## src/rtl/tinker_mem_pkg.sv

```systemverilog
// Shared types and default sizes for the byte-serial memory port arbiter.
package tinker_mem_pkg;

    typedef enum logic [1:0] {IDLE, XFER, LAST, RESP} state_t;
    typedef enum logic {PORT_FETCH, PORT_DATA} port_t;

    localparam int DEFAULT_MEM_ADDR_W  = 19;
    localparam int DEFAULT_FETCH_BYTES = 4;
    localparam int DEFAULT_DATA_BYTES  = 8;

endpackage

```

## src/rtl/mem_port_arbiter_rr_arbiter2.sv

```systemverilog
// Two-input round-robin grant; on a tie the port not granted last time wins.
module rr_arbiter2
    import tinker_mem_pkg::*;
(
    input  logic clk,
    input  logic reset,
    input  logic en,
    input  logic req_fetch,
    input  logic req_data,
    output logic gnt_fetch,
    output logic gnt_data
);

    port_t last_grant;

    always_comb begin
        gnt_fetch = 1'b0;
        gnt_data  = 1'b0;
        if (en) begin
            if (req_fetch && (!req_data || last_grant == PORT_DATA)) begin
                gnt_fetch = 1'b1;
            end else if (req_data) begin
                gnt_data = 1'b1;
            end
        end
    end

    // A grant is the handshake itself, so history advances on every grant.
    always_ff @(posedge clk) begin
        if (reset) begin
            last_grant <= PORT_DATA;
        end else if (gnt_fetch) begin
            last_grant <= PORT_FETCH;
        end else if (gnt_data) begin
            last_grant <= PORT_DATA;
        end
    end

endmodule

```

## src/rtl/mem_port_arbiter.sv

```systemverilog
// Shares one byte-wide memory between instruction fetch and data load/store,
// serialising each word into little-endian byte cycles.
module mem_port_arbiter
    import tinker_mem_pkg::*;
#(
    parameter int MEM_ADDR_W  = DEFAULT_MEM_ADDR_W,
    parameter int FETCH_BYTES = DEFAULT_FETCH_BYTES,
    parameter int DATA_BYTES  = DEFAULT_DATA_BYTES
) (
    input  logic                     clk,
    input  logic                     reset,
    input  logic                     f_req_valid,
    output logic                     f_req_ready,
    input  logic [63:0]              f_addr,
    output logic                     f_resp_valid,
    output logic [8*FETCH_BYTES-1:0] f_resp_data,
    input  logic                     d_req_valid,
    output logic                     d_req_ready,
    input  logic                     d_we,
    input  logic [63:0]              d_addr,
    input  logic [8*DATA_BYTES-1:0]  d_wdata,
    output logic                     d_resp_valid,
    output logic [8*DATA_BYTES-1:0]  d_resp_data,
    output logic [MEM_ADDR_W-1:0]    mem_addr,
    output logic                     mem_we,
    output logic [7:0]               mem_wdata,
    input  logic [7:0]               mem_rdata,
    output logic                     busy
);

    localparam int K_W     = $clog2(DATA_BYTES);
    localparam int FETCH_W = 8 * FETCH_BYTES;
    localparam int DATA_W  = 8 * DATA_BYTES;
    localparam logic [K_W-1:0] FETCH_LAST_K = K_W'(FETCH_BYTES - 1);
    localparam logic [K_W-1:0] DATA_LAST_K  = K_W'(DATA_BYTES - 1);

    state_t                  state_q;
    state_t                  state_d;
    port_t                   port_q;
    logic                    we_q;
    logic [MEM_ADDR_W-1:0]   addr_q;
    logic [DATA_W-1:0]       wdata_q;
    logic [DATA_W-1:0]       result_q;
    logic [K_W-1:0]          k_q;
    logic                    gnt_fetch;
    logic                    gnt_data;
    logic                    last_byte;
    logic                    unused_bits;

    // Ready is suppressed during reset so no handshake is lost to it.
    rr_arbiter2 u_arb (
        .clk       (clk),
        .reset     (reset),
        .en        (state_q == IDLE && !reset),
        .req_fetch (f_req_valid),
        .req_data  (d_req_valid),
        .gnt_fetch (gnt_fetch),
        .gnt_data  (gnt_data)
    );

    assign last_byte   = (k_q == ((port_q == PORT_FETCH) ? FETCH_LAST_K : DATA_LAST_K));
    assign unused_bits = ^{f_addr[63:MEM_ADDR_W], d_addr[63:MEM_ADDR_W], result_q[7:0]};

    always_ff @(posedge clk) begin
        if (reset) begin
            state_q <= IDLE;
        end else begin
            state_q <= state_d;
        end
    end

    always_comb begin
        state_d = state_q;
        case (state_q)
            IDLE: if (gnt_fetch || gnt_data) state_d = XFER;
            XFER: if (last_byte) state_d = we_q ? RESP : LAST;
            LAST: state_d = RESP;
            RESP: state_d = IDLE;
            default: state_d = IDLE;
        endcase
    end

    always_comb begin
        f_req_ready  = gnt_fetch;
        d_req_ready  = gnt_data;
        busy         = (state_q != IDLE);
        mem_addr     = '0;
        mem_we       = 1'b0;
        mem_wdata    = 8'h00;
        f_resp_valid = 1'b0;
        d_resp_valid = 1'b0;
        case (state_q)
            XFER: begin
                mem_addr  = addr_q;
                mem_we    = we_q;
                mem_wdata = we_q ? wdata_q[7:0] : 8'h00;
            end
            RESP: begin
                f_resp_valid = (port_q == PORT_FETCH);
                d_resp_valid = (port_q == PORT_DATA);
            end
            default: ;
        endcase
    end

    // Request latch and byte walker: address and store data advance one
    // byte per XFER cycle, read bytes shift in from the top.
    always_ff @(posedge clk) begin
        case (state_q)
            IDLE: begin
                if (gnt_fetch || gnt_data) begin
                    port_q  <= gnt_fetch ? PORT_FETCH : PORT_DATA;
                    we_q    <= gnt_data && d_we;
                    addr_q  <= gnt_fetch ? f_addr[MEM_ADDR_W-1:0] : d_addr[MEM_ADDR_W-1:0];
                    wdata_q <= d_wdata;
                    k_q     <= '0;
                end
            end
            XFER: begin
                addr_q  <= addr_q + 1'b1;
                k_q     <= k_q + 1'b1;
                wdata_q <= wdata_q >> 8;
                if (k_q != '0) begin
                    result_q <= {mem_rdata, result_q[DATA_W-1:8]};
                end
            end
            default: ;
        endcase
    end

    // The final byte arrives in LAST and goes straight into the response.
    always_ff @(posedge clk) begin
        if (reset) begin
            f_resp_data <= '0;
            d_resp_data <= '0;
        end else if (state_q == LAST) begin
            if (port_q == PORT_FETCH) begin
                f_resp_data <= {mem_rdata, result_q[DATA_W-1 -: FETCH_W-8]};
            end else begin
                d_resp_data <= {mem_rdata, result_q[DATA_W-1:8]};
            end
        end
    end

endmodule

```

## config.mk

```make
export PLATFORM = sky130hd
export DESIGN_NAME = mem_port_arbiter
export DESIGN_NICKNAME = d
export VERILOG_FILES = /design/src/rtl/tinker_mem_pkg.sv /design/src/rtl/mem_port_arbiter_rr_arbiter2.sv /design/src/rtl/mem_port_arbiter.sv
export SDC_FILE = /design/constraint.sdc
export NUM_CORES = 1
export LEC_CHECK = 0
export CORE_MARGIN = 3
export CORE_UTILIZATION = 46
export CTS_CLUSTER_DIAMETER = 150
export DETAILED_ROUTE_END_ITERATION = 10
export MAX_ROUTING_LAYER = met4
export PLACE_DENSITY = 0.85
export SLEW_MARGIN = 40
export SYNTH_ARGS = -nofsm -noshare
export SYNTH_HDL_FRONTEND = slang
export SYNTH_SLANG_ARGS = --single-unit
```

## constraint.sdc

```tcl
create_clock -name clk -period 13.1 [get_ports clk]
set_clock_uncertainty 0.05 [all_clocks]
set_input_delay 2.62 -clock clk [delete_from_list [all_inputs] [get_ports clk]]
set_output_delay 2.62 -clock clk [all_outputs]
set_load 0.01 [all_outputs]
```

-- Word-level counts from Yosys, hierarchy flattened
Index checks and enable logic that the tools add are counted.
- add/sub/neg operators: 2
- eq/ne operators: 6
- muxes and demuxes: 26
- bitwise logic cells: 1
- reductions and logical operators: 18
- operators with widths (cell ; number):
    $pmux W64 S2 ; 1
    $mux W64 ; 1
    $mux W19 ; 3
    $pmux W19 S2 ; 1
    $add A19 B1 Y19 const B ; 1
    $mux W8 ; 2
    $mux W1 ; 12
    $reduce_and A2 Y1 ; 6
    $pmux W2 S4 ; 1
    $mux W3 ; 2
    $pmux W3 S2 ; 1
    $reduce_bool A2 Y1 ; 3
    $eq A2 B2 Y1 const B ; 2
    $mux W2 ; 2
    $add A3 B1 Y3 const B ; 1
    $eq A3 B3 Y1 ; 1
    $logic_and A1 B1 Y1 ; 3
    $reduce_bool A3 Y1 ; 1
    $eq A2 B1 Y1 const B ; 1
    $logic_not A1 Y1 ; 2
    $logic_not A2 Y1 ; 1
    $logic_or A1 B1 Y1 ; 2
    $ne A2 B1 Y1 const B ; 1
    $ne A2 B2 Y1 const B ; 1
    $not A1 Y1 ; 1
- register bits: 251
- input port bits: 205
- output and inout port bits: 129
- logic and storage cells: 63

-- Longest topological paths before layout
- word-level depth: 8
- depth in mapped cells: 8

-- By module
A second synthesis with hierarchy kept.
- cell total of the unflattened synthesis: 830
- area total of the unflattened synthesis: 9625.5 um^2
- by module, submodules not included (module ; instances ; cells each ; area each (um^2) ; seq. area each (um^2)):
    mem_port_arbiter ; 1 ; 822 ; 9566.7 ; 6286.0
    rr_arbiter2 ; 1 ; 8 ; 58.8 ; 20.0

-- Least setup slack after synthesis
OpenSTA, ideal clock, no wires.
- kind: register -> register
- from: register state_q[1]
- to: register addr_q[0], enable pin
- library setup time: 0.650 ns
- arrival: 7.136 ns
- required time: 12.400 ns
- path slack: 5.264 ns
- stages on the path, launching flop included: 7
- path buffers: 2
- period minus slack after synthesis: 7.836 ns
- cell sequence: dfxtp_1 inv_1 ha_1 clkbuf_1 inv_1 clkbuf_1 o21ai_0
- longest elaborated chain between the ends: 6
- elaborated cells on any way between the ends: 9
- those cells by class: eq/ne: 2; mux: 2; reduce/logical: 5
- RTL lines (item ; line ; source):
    from (decl) ; mem_port_arbiter.sv:37 ; state_t state_q;
    from (signal assigned) ; mem_port_arbiter.sv:68 ; state_q <= state_d;
    $logic_not A2 Y1 ; mem_port_arbiter.sv:54, mem_port_arbiter.sv:109 ;
    $logic_and A1 B1 Y1 ; mem_port_arbiter.sv:54 ; .en (state_q == IDLE && !reset),
    $mux W1 ; mem_port_arbiter_rr_arbiter2.sv:19 ; if (en) begin
    $logic_or A1 B1 Y1 ; mem_port_arbiter.sv:111 ; if (gnt_fetch || gnt_data) begin
    $ne A2 B1 Y1 (no source line) ; - ;
    $reduce_and A2 Y1 (no source line) * ; - ;
    to (signal assigned) ; mem_port_arbiter.sv:114 ; addr_q <= gnt_fetch ? f_addr[MEM_ADDR_W-1:0] : d_addr[MEM_ADDR_W-1:0];
    to (signal assigned) ; mem_port_arbiter.sv:120 ; addr_q <= addr_q + 1'b1;
    to (decl) ; mem_port_arbiter.sv:41 ; logic [MEM_ADDR_W-1:0] addr_q;
Every way passes the cells marked *; elsewhere a longest branch is shown, timed or not.
A chain may end at the register's enable or synchronous reset.

-- Worst setup path after layout
- from: input port reset
- to: output port f_req_ready
- longest elaborated chain between the ends: 3
- RTL lines (item ; line ; source):
    from (decl) ; mem_port_arbiter.sv:11 ; input logic reset,
    $logic_not A1 Y1 ; mem_port_arbiter.sv:54 ;
    $logic_and A1 B1 Y1 ; mem_port_arbiter.sv:54 ;
    $mux W1 ; mem_port_arbiter_rr_arbiter2.sv:19 ;
    to (decl) ; mem_port_arbiter.sv:13 ; output logic f_req_ready,
Every way passes these cells.

==> flow_summary.json <==
{
  "synth-simple-area-share": 0.1330,
  "regToRegSetupSlack_ns": 10.48,
  "leakage_uw": 0.004432,
  "antenna_found_initial": 0,
  "netlist_area_mm2": 0.009597,
  "die_w_um": 150.4,
  "crit_path_end_kind": "output port",
  "reg2regPathDepth": 7,
  "gr-usage-all-layers": 0.1967,
  "cpMaxStageDelayCell": "buf_6",
  "chipHeight_um": 150.4,
  "finalMaxSlewViolations": 0,
  "period_minus_slack_ns": 6.782,
  "switching_power_uw": 810.5,
  "p_sw_frac": 0.3038,
  "hold_depth": 0,
  "cts_tree": "done",
  "drt_iter0_markers": 324,
  "post-route-util": 0.6426,
  "busiest_layer": "met2",
  "dr_total_vias": 6857,
  "netlist_instances": 819,
  "worstMarginPinSlew_ns": 0.7897,
  "grt_overflow": 0,
  "clock_path_buffers": 3,
  "synthMuxAreaShare": 0.09387,
  "cp_cell_sequence": "buf_6, and3b_1, and2_1, clkdlybuf4s50_1",
  "area_delta_synth_final_pct": 36.36,
  "critical_path_class": "in2out",
  "timing.rr.end": "wdata_q[56]",
  "grt_pass1_wl_mm": 34.76,
  "crit_buf_inv": 2,
  "synth_seq_cells": 243,
  "ioPinCount": 334,
  "worst_ep_arrival_time_ns": 4.11,
  "power_frac_seq": 0.462,
  "dp_hpwl_mm": 14.61,
  "cp.required_ns": 10.43,
  "crit_family": "buffers and inverters",
  "p_per_area_mw_per_mm2": 203.9,
  "grt_pass1_vias": 6922,
  "routed_wl_mm": 22.20,
  "first_pass_iters": 4,
  "die_area_mm2": 0.02263,
  "post_cts_resize_count": 0,
  "regArea_mm2": 0.006306,
  "synth-xor-area-share": 0.01186,
  "start_util": 0.4712,
  "drc": 0,
  "grt_use_met1": 0.2348,
  "final_common_cell": "clkdlybuf4s50_1",
  "synth_cell_types": 39,
  "clockRootBuffer": "clkbuf_16",
  "ant_nets": 0,
  "fin_ws_ns": 6.318,
  "diodes": 0,
  "hp-start": "result_q[33]",
  "finalSetupViolCount": 0,
  "routed_via_density": 5.113,
  "status": "finished, final reports clean",
  "fillers": 1591,
  "synth-main-ff-cell": "edfxtp_1",
  "reg2reg_from": "state_q[0]",
  "place_congestion": 0.7835,
  "synth_adder_area_share": 0.01043,
  "wl_per_cell_um": 16.55,
  "p_int_uw": 1857,
  "p_clk_frac": 0.254,
  "ir_drop_mv": 0.1125,
  "htree_num_levels": 1,
  "crit_fanout": 103,
  "rsz0062_at_grt": "no",
  "layout_common_cells": "clkdlybuf4s50_1 (242), nand2_1 (201), edfxtp_1 (144)",
  "hold_end": "result_q[25]",
  "syn-num-nets": 1032,
  "synth_top_family_by_area": "simple AND/OR/NAND/NOR gates",
  "async_flop_share": 0,
  "final.setup.tns_ns": 0,
  "relSlewSlack": 0.4735,
  "row_count": 52,
  "cts.clk_slew.worst_paths_ns": 0.06,
  "slowest_delay_ns": 0.53,
  "max_freq_ghz": 0.1474,
  "cp-start-kind": "input port",
  "clock-sinks": 243,
  "drive_gt1_frac": 0.1074,
  "multiInputGateArea_mm2": 0.003087,
  "hold_buffers": 0,
  "hold_viol": 0,
  "pre_cts_ws_ns": 6.278,
  "maxCapViolCount": 0,
  "fp.coreArea_mm2": 0.02036,
  "synth_edf_count": 144,
  "nNetsFinal": 1264,
  "use_met3": 0.05509,
  "cts_setup_buffers": 0,
  "timing.hold.ws_ns": 0.3980,
  "avgSynthCellArea_um2": 11.72,
  "grt_max_degree": 104,
  "clk_latency_ns": 0.52,
  "synth_compound_gate_area_share": 0.06819,
  "io_buffer_count": 243,
  "comb_power_share": 0.284,
  "ys_seq_area_frac": 0.6571,
  "cts-buffers-inserted": 26,
  "grt_use_met2": 0.3263,
  "period_share": 0.5177,
  "yosysWarnings": 0,
  "min_path_type": "reg2reg"
}
worst max-delay path by stage:
stage	to	depth (start not counted)	slack (ns)	start
6_report	f_req_ready	4	6.32	reset
5_1_grt	f_req_ready	4	6.22	reset
4_1_cts	f_req_ready	4	6.28	reset
3_5_place_dp	f_req_ready	4	6.28	reset
3_3_place_gp	f_req_ready	4	6.07	reset
2_1_floorplan	addr_q[0]	6	5.26	state_q[1]
per-stage QoR:
stage          instance area, µm²  power, µW  cells
3_5_place_dp                12280       2013   1293
3_3_place_gp                12270       1977   1293
2_1_floorplan                9597       1718    819
4_1_cts                     13090       2702   1341
6_report                    13090       2668   1341
5_1_grt                     13090       2819   1341
state kept, by name, indices dropped and copies added (netlist names):
signal and flops:
addr_q 19, d_resp_data 64, f_resp_data 32, k_q 3
port_q 1, result_q 56, state_q 2, u_arb.last_grant 1
wdata_q 64, we_q 1
worst reg2reg max path, cell delays in order, from the launching register on:
cell and delay, ns:
dfxtp_1 0.36, inv_1 0.15, ha_1 0.35, inv_1 0.11, nor2_1 0.15, o21ai_0 0.22
o21ai_4 0.16, buf_6 0.59
layer usage:
metal / vias up / routed length, µm
li1: 3327 / -
met1: 3245 / 8816
met2: 245 / 11080
met3: 40 / 1756
met4: 0 / 540
met5: - / 0
cell type report:
class / instances / share of cell area
tap: 270 / 0.02582
sequential: 243 / 0.4819
timing repair buffer: 252 / 0.1917
multi-input combinational: 516 / 0.2359
clock inverter: 8 / 0.004494
clock buffer: 40 / 0.05679
inverter: 12 / 0.003442
power groups by stage:
stage,Combinational [µW],Clock [µW],Sequential (µW)
after floorplan,455,0,1260
after global placement,743,0,1230
after detailed placement,767,0,1250
after CTS,772,698,1230
after global routing,835,727,1260
final,757,679,1230
cell families after synthesis:
kind of cell,Yosys count
buffers and inverters,60
muxes,83
and+or+nand+nor,288
adders and majority gates,8
AOI/OAI and AO/OA,124
DFF,243
xor gates and xnor gates,13
synth_stat cells, types with 3 or more instances:
cell	number	area [µm²]
clkbuf_1	41	153.9
xor2_1	3	26.28
nand2_1	202	758.2
nor2_1	8	30.03
o21ai_0	11	55.05
buf_1	3	11.26
a21oi_1	99	495.5
nand2b_1	4	25.02
inv_1	12	45.04
mux2i_1	27	270.3
nand3_1	7	35.03
xnor2_1	10	87.58
nand4_1	5	31.28
nor2b_1	10	62.56
dfxtp_1	99	1982
mux2_2	56	630.6
nor3_1	9	45.04
and2_1	21	131.4
a31oi_1	4	25.02
edfxtp_1	144	4324
ha_1	8	100.1
and3_1	10	62.56
nor4_1	4	25.02
Power figures use the tool's default switching activity.
